$ cat src/rtl/decoder38_hold.sv
// Registered 3-to-8 decoder with 7-segment output. Each accepted code is held on
// the outputs for HOLD_CYCLES cycles; upstream is stalled through in_ready meanwhile.
module decoder38_hold #(
    parameter int unsigned HOLD_CYCLES = 4
) (
    input  logic       clk,
    input  logic       rst,
    input  logic       en,
    input  logic       in_valid,
    input  logic [2:0] in_code,
    output logic       in_ready,
    output logic       out_valid,
    output logic [7:0] out_onehot,
    output logic [7:0] seg,
    output logic [7:0] accept_cnt
);

    typedef enum logic {IDLE, HOLD} state_t;

    localparam logic [7:0] TMR_LOAD = 8'(HOLD_CYCLES - 1);

    state_t     state_q, state_d;
    logic [7:0] tmr_q, tmr_d;
    logic [2:0] code_q, code_d;
    logic [7:0] cnt_q, cnt_d;
    logic       out_valid_q, out_valid_d;
    logic [7:0] out_onehot_q, out_onehot_d;
    logic [7:0] seg_q, seg_d;
    logic       xfer;

    // Active-low segments, bit0=a .. bit6=g, dp kept dark.
    function automatic logic [7:0] seg_of(input logic [2:0] code);
        logic [7:0] s;
        case (code)
            3'd0:    s = 8'hC0;
            3'd1:    s = 8'hF9;
            3'd2:    s = 8'hA4;
            3'd3:    s = 8'hB0;
            3'd4:    s = 8'h99;
            3'd5:    s = 8'h92;
            3'd6:    s = 8'h82;
            default: s = 8'hF8;
        endcase
        return s;
    endfunction

    // Ready depends only on registered state and en; the last hold cycle accepts.
    assign in_ready = en && (state_q == IDLE || tmr_q == 8'd0);
    assign xfer     = in_valid && in_ready;

    always_comb begin
        state_d = state_q;
        tmr_d   = tmr_q;
        code_d  = code_q;
        cnt_d   = cnt_q;
        if (!en) begin
            state_d = IDLE;
        end else begin
            case (state_q)
                IDLE: begin
                    if (xfer) begin
                        state_d = HOLD;
                        tmr_d   = TMR_LOAD;
                        code_d  = in_code;
                    end
                end
                HOLD: begin
                    if (tmr_q != 8'd0) begin
                        tmr_d = tmr_q - 8'd1;
                    end else if (xfer) begin
                        tmr_d  = TMR_LOAD;
                        code_d = in_code;
                    end else begin
                        state_d = IDLE;
                    end
                end
                default: state_d = IDLE;
            endcase
        end
        if (xfer) begin
            cnt_d = cnt_q + 8'd1;
        end
        // Outputs are registered copies of what the next state will show.
        out_valid_d  = (state_d == HOLD);
        out_onehot_d = out_valid_d ? (8'd1 << code_d) : 8'h00;
        seg_d        = out_valid_d ? seg_of(code_d) : 8'hFF;
    end

    always_ff @(posedge clk) begin
        if (rst) begin
            state_q      <= IDLE;
            tmr_q        <= 8'd0;
            code_q       <= 3'd0;
            cnt_q        <= 8'd0;
            out_valid_q  <= 1'b0;
            out_onehot_q <= 8'h00;
            seg_q        <= 8'hFF;
        end else begin
            state_q      <= state_d;
            tmr_q        <= tmr_d;
            code_q       <= code_d;
            cnt_q        <= cnt_d;
            out_valid_q  <= out_valid_d;
            out_onehot_q <= out_onehot_d;
            seg_q        <= seg_d;
        end
    end

    assign out_valid  = out_valid_q;
    assign out_onehot = out_onehot_q;
    assign seg        = seg_q;
    assign accept_cnt = cnt_q;

endmodule

$ cat config.mk
export PLATFORM = sky130hd
export DESIGN_NAME = decoder38_hold
export DESIGN_NICKNAME = d
export VERILOG_FILES = /design/src/rtl/decoder38_hold.sv
export SDC_FILE = /design/constraint.sdc
export NUM_CORES = 1
export LEC_CHECK = 0
export BUFFER_PORTS_ARGS = -buffer_cell sky130_fd_sc_hd__buf_2
export CAP_MARGIN = 20
export CORE_ASPECT_RATIO = 1.5
export CORE_MARGIN = 1.5
export CORE_UTILIZATION = 58
export DETAILED_ROUTE_END_ITERATION = 10
export GPL_TIMING_DRIVEN = 0
export PLACE_DENSITY = 0.88
export SLEW_MARGIN = 20
export SYNTH_ARGS = -nofsm -noshare
export SYNTH_HDL_FRONTEND = slang
export SYNTH_SLANG_ARGS = --single-unit
$ cat constraint.sdc
create_clock -name clk -period 3.94 [get_ports clk]
set_input_delay 0.394 -clock clk [delete_from_list [all_inputs] [get_ports clk]]
set_output_delay 0.394 -clock clk [all_outputs]
set_load 0.01 [all_outputs]
; After elaboration in Yosys (flattened, before gate mapping)
; Cells that the tools add are included.
; Widths: inputs -> output; s select.
[totals]
wordCells = 36
input_bits = 7
out_inout_bits = 26
regBits = 36
[classes]
addsub = 2
shift = 1
reduce_logical = 7
mux = 12
eq_ne = 6
bitwise_logic = 2
[ops]
columns = operator, count
row1 = $pmux 7 s7, 1
row2 = $mux 8, 2
row3 = $pmux 8 s2, 1
row4 = $eq 3x3->1 const B, 3
row5 = $mux 3, 3
row6 = $add 8x1->8 const B, 1
row7 = $logic_not 8->1, 1
row8 = $reduce_bool 8->1, 1
row9 = $shl 1x3->8 const A, 1
row10 = $sub 8x1->8 const B, 1
row11 = $eq 3x2->1 const B, 2
row12 = $pmux 3 s2, 1
row13 = $eq 3x1->1 const B, 1
row14 = $logic_not 3->1, 1
row15 = $mux 1, 3
row16 = $logic_and 1x1->1, 2
row17 = $not 1->1, 2
row18 = $pmux 1 s2, 1
row19 = $reduce_or 2->1, 1
row20 = $logic_or 1x1->1, 1

; Logic depth before layout (Yosys ltp)
; Gate-level depths: netlist (run 1).
[depth]
word_depth = 10
mapped_depth = 8

; Worst setup path after synthesis (run 1)
; Ideal clock, no wire load.
[synth_path]
path_type = flip-flop to output port
from = reg tmr_q[0]
to = out in_ready
n_path_buf = 1
path_stages_with_launch = 7
arrival_time_ns = 1.721
slack_ns = 1.825
path_cell_list = dfxtp_1 inv_1 ha_1 or4b_4 o21ai_2 buf_2 and2_1
[synth_between]
elab_chain_len = 3
[synth_lines]
columns = item, line_no
row1 = start: declaration, 23  ; logic [7:0] tmr_q, tmr_d;
row2 = start signal: assignment, 100  ; tmr_q <= tmr_d;
row3 = $logic_not 8->1, 48  ; assign in_ready = en && (state_q == IDLE || tmr_q == 8'd0);
row4 = $logic_or 1x1->1, 48
row5 = $logic_and 1x1->1, 48
row6 = end: declaration, 11  ; output logic in_ready,
; No other way between the ends.

; Final worst setup path (run 1)
; Same ends and word-level chain as after synthesis.

==> results of run 1 <==
[through the flow]
stage                     setup slack (ps)  power [mW]  area (µm²)  instances  util [%]
after floorplan                       1825      0.4465        1757        212         -
after global placement                1545      0.4727        1946        279     67.49
after detailed placement              1507      0.4750        1946        279     67.49
after CTS                             1180      0.7259        2031        287     70.44
after global routing                  1016      0.7576        2031        287     70.44
final                                 1160      0.7248        2031        287     70.44
[worst max-delay path by stage]
| stage | startpoint | end | cells past startpoint |
|---|---|---|---|
| finish | tmr_q[0] | in_ready | 7 |
| global placement | tmr_q[0] | in_ready | 7 |
| detailed placement | tmr_q[0] | in_ready | 7 |
| CTS | tmr_q[0] | in_ready | 7 |
| global route | tmr_q[0] | in_ready | 7 |
| floorplan | tmr_q[0] | in_ready | 6 |
[placed cells by master (no fill, tap or decap), drive strengths merged, types with 3 or more instances in the layout]
cell    instances
a21oi          21
buf            31
clkbuf         20
dfxtp          35
inv             3
mux2            3
mux2i           3
nand2           9
nand2b          4
nand3          14
nor2           10
nor2b           7
nor3           10
o21a            5
o21ai          22
or3            12
xnor2           4
[layer usage]
metal	GRT usage (%)	up-vias
met5	0	-
li1	-	839
met2	46.07	62
met3	7.752	17
met1	33.55	816
met4	14.11	0
[layout make-up]
| class | count | area, µm² |
|---|---|---|
| buffer | 17 | 76.32 |
| fill | 244 | 852.1 |
| multi-input combinational | 157 | 968.4 |
| tap | 39 | 48.80 |
| timing repair buffer | 28 | 140.1 |
| inverter | 3 | 11.26 |
| sequential | 35 | 700.7 |
| clock buffer | 6 | 72.57 |
| clock inverter | 2 | 12.51 |
[cell families after synthesis]
group	count (synthesis)	share of synthesized area, %
AND/OR/NAND/NOR	82	26.35
AO/OA/AOI/OAI	61	21.01
flip-flops	35	39.89
buffers and inverters	20	4.986
multiplexers	6	3.632
XOR/XNOR	5	2.493
adder cells (fa/ha/maj)	2	1.424
other	1	0.2135
[worst max-delay path: cells and delay by family, from the launching register on]
kind,cells,cell delay [ps]
adders and majority gates,1,200
buffers and inverters,3,500
and+or+nand+nor,2,690
DFF,1,340
AOI/OAI and AO/OA,1,370
[registers in the layout, indices dropped and copies added, names as in the netlist]
name	cells
tmr_q	8
out_onehot	8
code_q	3
out_valid	1
seg	7
accept_cnt	8
[power groups by stage]
stage / Combinational (mW) / Clock (mW) / Sequential [mW]
after global routing: 0.110 / 0.277 / 0.370
after detailed placement: 0.0980 / 0 / 0.377
after floorplan: 0.0673 / 0 / 0.379
after global placement: 0.0960 / 0 / 0.377
after CTS: 0.0987 / 0.258 / 0.369
final: 0.100 / 0.255 / 0.369
==> flow_summary.json, run 1 <==
{
  "start_util_pct": 60.94,
  "irDropWorstVdd_mv": 0.3256,
  "syn_nets": 221,
  "min_period_over_period_pct": 70.55,
  "synth_most_common_cell": "dfxtp_1",
  "worst_hold_slack_ps": 473.1,
  "routed_via_density": 6.042,
  "ys_seq_area_share_pct": 39.89,
  "clock.fmax_ghz": 0.3598,
  "vias": 1734,
  "synth_top_area_share_pct": 39.89,
  "setup.worst_path.start_class": "register",
  "end_kind": "output port",
  "p_int_mw": 0.5245,
  "grt_setup_unrepaired": "no",
  "routabilityCongestion": 0.9212,
  "first_pass_iters": 5,
  "wl_met2_mm": 2.307,
  "cts_buffers": 5,
  "drt_iter0_markers": 92,
  "async_reset_ff_share_pct": 0,
  "crit_path_frequent_cell": "buf_2",
  "slowest_stage": "or4b_4",
  "power_leakage_nw": 0.7634,
  "slew_violations": 0,
  "wl_met1_mm": 1.668,
  "synthCells": 212,
  "min_path_type": "in -> reg",
  "arrival_ps": 2390,
  "grt_start_max_net_pins": 12,
  "fin_nets": 256,
  "reg2regPathDepth": 8,
  "hold_path.startpoint": "in_valid",
  "clk_pin_slew_ps": 70,
  "status": "complete, no violations",
  "synth_cell_types": 44,
  "gr-total-overflow": 0,
  "cp.required_ps": 3550,
  "cts_root_buf": "clkbuf_8",
  "top_layer": "met4",
  "power_frac_comb_pct": 13.8,
  "finalSetupViolations": 0,
  "r2r_slack_ps": 1700,
  "synth_common_cells": "35 x dfxtp_1, 21 x a21oi_1, 21 x o21ai_0, 14 x clkbuf_1, 14 x nand3_1",
  "crit_chain": "inv_1 > ha_1 > or4b_4 > o21ai_2 > buf_2 > and2_1 > buf_2",
  "rows": 24,
  "relSlewSlack_pct": 65.06,
  "cpPeakStageDelay_ps": 520,
  "wirelength_mm": 4.362,
  "cts_hold_buf": 0,
  "cts_sinks": 35,
  "tns_ps": 0,
  "power_frac_clock_pct": 35.2,
  "insertedDiodeCount": 0,
  "met3_length_um": 254,
  "synth.avg_cell_area_um2": 8.286,
  "antenna_found_initial": 0,
  "clk-insertion-delay-late_ps": 300,
  "synth_seq_cells": 35,
  "worst_pin_slew_ps": 524.1,
  "p_sw_mw": 0.2003,
  "hold_path_depth": 3,
  "core-area_um2": 2883,
  "sw_frac_of_total_pct": 27.64,
  "die_area_um2": 3375,
  "grt_pass1_vias": 1709,
  "period_minus_slack_ps": 2780,
  "cts_resized": 0,
  "path_class": "reg -> out",
  "hpwl_mm": 3.054,
  "area_growth_pct": 15.60,
  "skew_ps": 10.34,
  "synthesis.area_um2": 1757,
  "r2r-end": "seg[5]",
  "cts_buffer_depth": 2,
  "maxCapViolations": 0,
  "port_buffers": 28,
  "power_density_nw_per_um2": 356.9,
  "die_h_um": 70.41,
  "hold_end": "code_q[2]",
  "grt_pass1_wl_mm": 7.176,
  "post-route-drc-count": 0,
  "postCtsSetupBuffers": 0,
  "synth_edf_count": 0,
  "yosysTopAreaCell": "dfxtp_1",
  "grt_use_total_pct": 28.86,
  "path_max_fanout": 10,
  "r2r_start": "tmr_q[0]",
  "synth_ff_type": "dfxtp_1",
  "pin_count": 33,
  "cts_tree": "built",
  "htree_num_levels": 2,
  "die_x_um": 47.94,
  "hold_viol_final": 0,
  "yosys_warnings": 0,
  "seqPwrFrac_pct": 50.9,
  "synth_top_cells_by_area": "dfxtp_1 40%, a21oi_1 6.0%, o21ai_0 6.0%",
  "drive_above_1_share_pct": 18.55,
  "ant_nets": 0,
  "wire_per_inst_um": 15.20
}
Power figures use the tool's default switching activity.
==> run 2: changes to the inputs <==
--- a/config.mk
+++ b/config.mk
@@ -5,14 +5,15 @@
 export SDC_FILE = /design/constraint.sdc
 export NUM_CORES = 1
 export LEC_CHECK = 0
+export ABC_AREA = 1
 export BUFFER_PORTS_ARGS = -buffer_cell sky130_fd_sc_hd__buf_2
 export CAP_MARGIN = 20
 export CORE_ASPECT_RATIO = 1.5
 export CORE_MARGIN = 1.5
-export CORE_UTILIZATION = 58
+export CORE_UTILIZATION = 48
 export DETAILED_ROUTE_END_ITERATION = 10
 export GPL_TIMING_DRIVEN = 0
-export PLACE_DENSITY = 0.88
+export PLACE_DENSITY = 0.79
 export SLEW_MARGIN = 20
 export SYNTH_ARGS = -nofsm -noshare
 export SYNTH_HDL_FRONTEND = slang
==> constraint.sdc (replaced) <==
create_clock -name clk -period 2.45 [get_ports clk]
set_input_delay 0.245 -clock clk [delete_from_list [all_inputs] [get_ports clk]]
set_output_delay 0.245 -clock clk [all_outputs]
set_load 0.01 [all_outputs]
==> run 2 against run 1 <==
Net effect:
- sequential power rose by 62%
- sequential share of layout area rose by 2.1 points
- hold slack got worse by 210 ps
- cell area fell by 5.7%
- non-clock buffer count fell by 8
- setup slack got worse by 770 ps
- sequential cell count did not move
- clock skew fell by 7.0 ps
- first-iteration DRC count fell by 53%
- synthesized cell count fell by 4.7%
- critical path type unchanged
- largest power group unchanged
- highest routed layer unchanged
==> flow_summary.json, run 2 <==
{
  "min_period_over_period_pct": 83.96,
  "synth_most_common_cell": "nand2_1",
  "dpl_cell_area_um2": 1826,
  "setup.worst_path.start_class": "register",
  "instances_no_fill": 281,
  "synth_top_area_share_pct": 43.24,
  "port_buffers": 31,
  "clk_pin_slew_ps": 70,
  "drt_iter0_markers": 43,
  "fillerInstances": 301,
  "cpPeakStageDelay_ps": 340,
  "irDropWorstVdd_mv": 0.4251,
  "yosysTopAreaCell": "dfxtp_1",
  "synthesis.area_um2": 1620,
  "die_x_um": 50.44,
  "rows": 25,
  "grt_pass1_wl_mm": 5.789,
  "synthCells": 202,
  "status": "complete, no violations",
  "power_leakage_nw": 0.8776,
  "arrival_ps": 1810,
  "grt_start_max_net_pins": 13,
  "path_class": "reg -> out",
  "synth.avg_cell_area_um2": 8.021,
  "fin_util_pct": 60.00,
  "finalSetupViolations": 0,
  "slowest_stage": "dfxtp_1",
  "power_density_nw_per_um2": 612.2,
  "dp_slack_ps": 640.9,
  "cp.required_ps": 2200,
  "synth_top_cells_by_area": "dfxtp_1 43%, nand2_1 9.3%, inv_1 4.9%",
  "cts_root_buf": "clkbuf_8",
  "synth_edf_count": 0,
  "pin_count": 33,
  "skew_ps": 3.353,
  "postCtsSetupBuffers": 0,
  "cts_resized": 0,
  "cts_hold_buf": 0,
  "area_growth_pct": 18.15,
  "core-area_um2": 3191,
  "final_area_um2": 1914,
  "fin_ws_ps": 393.1,
  "clock.fmax_ghz": 0.4862,
  "cts_buffer_depth": 2,
  "hpwl_mm": 2.551,
  "r2r_slack_ps": 630,
  "async_reset_ff_share_pct": 0,
  "tns_ps": 0,
  "insertedDiodeCount": 0,
  "start_util_pct": 50.78,
  "regArea_um2": 700.7,
  "multi_input_area_um2": 775.7,
  "final_common_cell": "nand2_1",
  "maxCapViolations": 0,
  "synth_cell_types": 36,
  "synth_common_cells": "40 x nand2_1, 35 x dfxtp_1, 21 x inv_1, 16 x nor2_1",
  "gr-total-overflow": 0,
  "ys_seq_area_share_pct": 43.24,
  "yosys_warnings": 0,
  "cts_sinks": 35,
  "grt_pass1_vias": 1341,
  "synth_ff_type": "dfxtp_1",
  "crit_chain": "inv_1 > ha_1 > nand2_1 > o21ai_4 > inv_2 > nor2_2 > buf_2",
  "post-route-drc-count": 0,
  "cts_tree": "built",
  "drive_above_1_share_pct": 28.22,
  "path_max_fanout": 6,
  "end_kind": "output port",
  "mostFrequentLayoutCells": "40 x nand2_1, 35 x dfxtp_1, 32 x buf_2, 21 x inv_1, 16 x nor2_1",
  "grt_use_total_pct": 20.66,
  "grt_setup_unrepaired": "no",
  "antenna_found_initial": 0,
  "vias": 1427,
  "syn_nets": 211,
  "hold_viol_final": 0,
  "fin_nets": 249,
  "routabilityCongestion": 0.8090,
  "die_h_um": 74.16,
  "routed_via_density": 5.078,
  "htree_num_levels": 2,
  "die_area_um2": 3740,
  "ant_nets": 0,
  "wirelength_mm": 3.332,
  "first_pass_iters": 4,
  "worst_hold_slack_ps": 264.7,
  "finalPower_mw": 1.172,
  "synth_seq_cells": 35,
  "dp.cells": 273,
  "period_minus_slack_ps": 2057,
  "cts_buffers": 5,
  "clk-insertion-delay-late_ps": 290,
  "slew_violations": 0,
  "min_path_type": "in -> reg",
  "wire_per_inst_um": 11.86
}
-- run 2: cell types whose count changed in the layout (fill, tap and decap cells not counted), sizes merged, moves of 4 or more --
cell / before / now
nand2b: 4 / 0
nor3: 10 / 5
a21oi: 21 / 15
clkbuf: 20 / 6
o21ai: 22 / 8
or3: 12 / 0
inv: 3 / 25
o21a: 5 / 0
nor2: 10 / 20
nand2: 9 / 49
buf: 31 / 36
nand4: 2 / 8
nor2b: 7 / 0
-- run 2: worst max-delay path: cells and delay by family (launching register included) --
| kind | cells | cell delay, ps |
|---|---|---|
| DFF | 1 | 340 |
| and+or+nand+nor | 2 | 330 |
| AOI/OAI and AO/OA | 1 | 250 |
| adders and majority gates | 1 | 240 |
| buffers and inverters | 3 | 350 |
-- run 2: worst paths after layout --
kind | from | endpoint | depth (start not counted)
max | tmr_q[0] | in_ready | 7
min | rst | accept_cnt[6] | 2
max reg2reg | tmr_q[0] | seg[1] | 10
min reg2reg | tmr_q[7] | tmr_q[7] | 2
-- run 2: cells by family (layout without fill, tap and decap cells) --
logic type,after synthesis,count (layout),share of synthesized area [%]
AO/OA/AOI/OAI,30,30,11.74
XOR/XNOR,4,4,2.163
adder cells (fa/ha/maj),2,2,1.544
buffers and inverters,31,70,8.879
flip-flops,35,35,43.24
other,1,1,0.2314
AND/OR/NAND/NOR,99,99,32.20
-- run 2: cell type report --
type / instances / share of cell area, %
clock buffer: 5 / 3.595
inverter: 25 / 4.902
sequential: 35 / 36.60
timing repair buffer: 31 / 8.105
multi-input combinational: 136 / 40.52
clock inverter: 3 / 1.046
tap: 40 / 2.614
buffer: 6 / 2.614
-- run 2: routing by layer --
metal / track usage, % / vias to the layer above / part of all wire [%]
met5: 0 / - / 0
met4: 9.309 / 0 / 1.7
met3: 4.819 / 7 / 4.7
met2: 38.74 / 32 / 56
met1: 21.67 / 653 / 37
li1: - / 735 / -
-- run 2: where the power goes --
part | switching [mW] | internal, mW | total [mW]
Clock | 0.214 | 0.197 | 0.411
Combinational | 0.109 | 0.0551 | 0.164
Sequential | 0.00964 | 0.587 | 0.597
Total | 0.332 | 0.840 | 1.17
==> run 3: changes to the inputs <==
--- a/config.mk
+++ b/config.mk
@@ -10,10 +10,10 @@
 export CAP_MARGIN = 20
 export CORE_ASPECT_RATIO = 1.5
 export CORE_MARGIN = 1.5
-export CORE_UTILIZATION = 48
+export CORE_UTILIZATION = 53
 export DETAILED_ROUTE_END_ITERATION = 10
 export GPL_TIMING_DRIVEN = 0
-export PLACE_DENSITY = 0.79
+export PLACE_DENSITY = 0.82
 export SLEW_MARGIN = 20
 export SYNTH_ARGS = -nofsm -noshare
 export SYNTH_HDL_FRONTEND = slang
==> constraint.sdc (replaced) <==
create_clock -name clk -period 2 [get_ports clk]
set_input_delay 0.2 -clock clk [delete_from_list [all_inputs] [get_ports clk]]
set_output_delay 0.2 -clock clk [all_outputs]
set_load 0.01 [all_outputs]
==> run 3 against run 2 <==
Net effect:
- die area decreased by 9.0%
- setup slack got worse by 210 ps
- clock power increased by 37%
- via count increased by 0.28%
==> flow_summary.json, run 3 (synthesis results as in run 2) <==
{
  "status": "complete, no violations",
  "finalSetupViolations": 0,
  "area_growth_pct": 19.69,
  "worst_pin_slew_ps": 525.7,
  "hold_viol_final": 0,
  "port_buffers": 31,
  "grt_pass1_vias": 1334,
  "first_pass_iters": 4,
  "start_util_pct": 55.63,
  "reg2regPathDepth": 12,
  "arrival_ps": 1620,
  "cts_buffers": 5,
  "instances_no_fill": 281,
  "hold_path_depth": 2,
  "core-area_um2": 2913,
  "routed_via_density": 5.093,
  "min_path_type": "in -> reg",
  "fillerInstances": 263,
  "mostFrequentLayoutCells": "40 x nand2_1, 35 x dfxtp_1, 32 x buf_2, 21 x inv_1, 16 x nor2_1",
  "gr-total-overflow": 0,
  "clk-insertion-delay-late_ps": 290,
  "fin_nets": 250,
  "cts_sinks": 35,
  "grt_start_max_net_pins": 11,
  "relSlewSlack_pct": 64.95,
  "cts_root_buf": "clkbuf_8",
  "grt_setup_unrepaired": "no",
  "antenna_found_initial": 0,
  "clock.fmax_ghz": 0.5499,
  "die_area_um2": 3405,
  "skew_ps": 4.715,
  "die_h_um": 70.72,
  "power_density_nw_per_um2": 772.2,
  "end_kind": "output port",
  "rows": 24,
  "cts_hold_buf": 0,
  "grt_use_total_pct": 22.80,
  "cp.required_ps": 1800,
  "period_minus_slack_ps": 1819,
  "post-route-drc-count": 0,
  "cts_tree": "built",
  "drt_iter0_markers": 28,
  "final_common_cell": "nand2_1",
  "pin_count": 33,
  "dp.cells": 272,
  "min_period_over_period_pct": 90.93,
  "hpwl_mm": 2.432,
  "insertedDiodeCount": 0,
  "tns_ps": 0,
  "slew_violations": 0,
  "setup.worst_path.start_class": "register",
  "cts_buffer_depth": 2,
  "grt_pass1_wl_mm": 5.540,
  "irDropWorstVdd_mv": 0.6168,
  "htree_num_levels": 2,
  "path_class": "reg -> out",
  "drive_above_1_share_pct": 28.51,
  "path_max_fanout": 6,
  "power_leakage_nw": 0.8933,
  "wirelength_mm": 3.311,
  "vias": 1431,
  "wire_per_inst_um": 11.78,
  "ant_nets": 0,
  "routabilityCongestion": 0.8055,
  "maxCapViolations": 0,
  "die_x_um": 48.15,
  "clk_pin_slew_ps": 70
}
run 3: path summary, 6_finish.rpt:
kind,startpoint,to,slack [ps]
worst min-delay path,rst,accept_cnt[5],210
worst max register to register,tmr_q[0],seg[0],250
worst min register to register,tmr_q[7],tmr_q[7],480
worst max-delay path,tmr_q[0],in_ready,180
run 3: where the power goes:
part / switching (mW) / internal, mW / leakage (nW)
registers: 0.0113 / 0.719 / 0.285
logic: 0.134 / 0.0698 / 0.557
clock network: 0.249 / 0.314 / 0.0515
total: 0.394 / 1.10 / 0.893
run 3: layer usage:
| metal | global-route usage [%] | vias up | wire (µm) |
|---|---|---|---|
| li1 | - | 734 | - |
| met1 | 25.53 | 658 | 1341 |
| met2 | 36.26 | 29 | 1743 |
| met3 | 6.378 | 10 | 136 |
| met4 | 13.21 | 0 | 91 |
| met5 | 0 | - | 0 |
run 3: timing repair:
item	in CTS	in global routing
setup buffers	0	1
setup endpoints to repair	1	1
hold endpoints to repair	0	0
gates cloned	0	0
pin swaps	0	1
gates resized for setup	1	1
run 3: area by class of cell:
type                       count  area [µm²]  share of cell area [%]
sequential                    35       700.7                   36.13
tap                           39       48.80                   2.516
inverter                      25       93.84                   4.839
multi-input combinational    136       783.3                   40.39
clock buffer                   8       100.1                   5.161
buffer                         6       50.05                   2.581
timing repair buffer          32       162.7                   8.387
run 3: stage by stage:
step | cell area [µm²] | hold slack, ps | setup WS [ps] | utilization, % | power [mW]
2_1_floorplan | 1620 | 269.1 | 416.2 | - | 0.8912
3_3_place_gp | 1824 | 456.9 | 220.7 | 62.63 | 0.9426
3_5_place_dp | 1824 | 462.1 | 175.9 | 62.63 | 0.9475
4_1_cts | 1929 | 200.4 | 41.34 | 66.24 | 1.507
5_1_grt | 1939 | 200.0 | 40.68 | 66.58 | 1.561
6_report | 1939 | 207.1 | 181.5 | 66.58 | 1.498
run 3: worst max-delay path, stage by stage, from the launching register on:
cell	delay, ps
dfxtp_1	340
inv_1	70
ha_2	220
nand2_1	100
o21ai_4	180
inv_2	110
nor2_4	160
buf_2	160
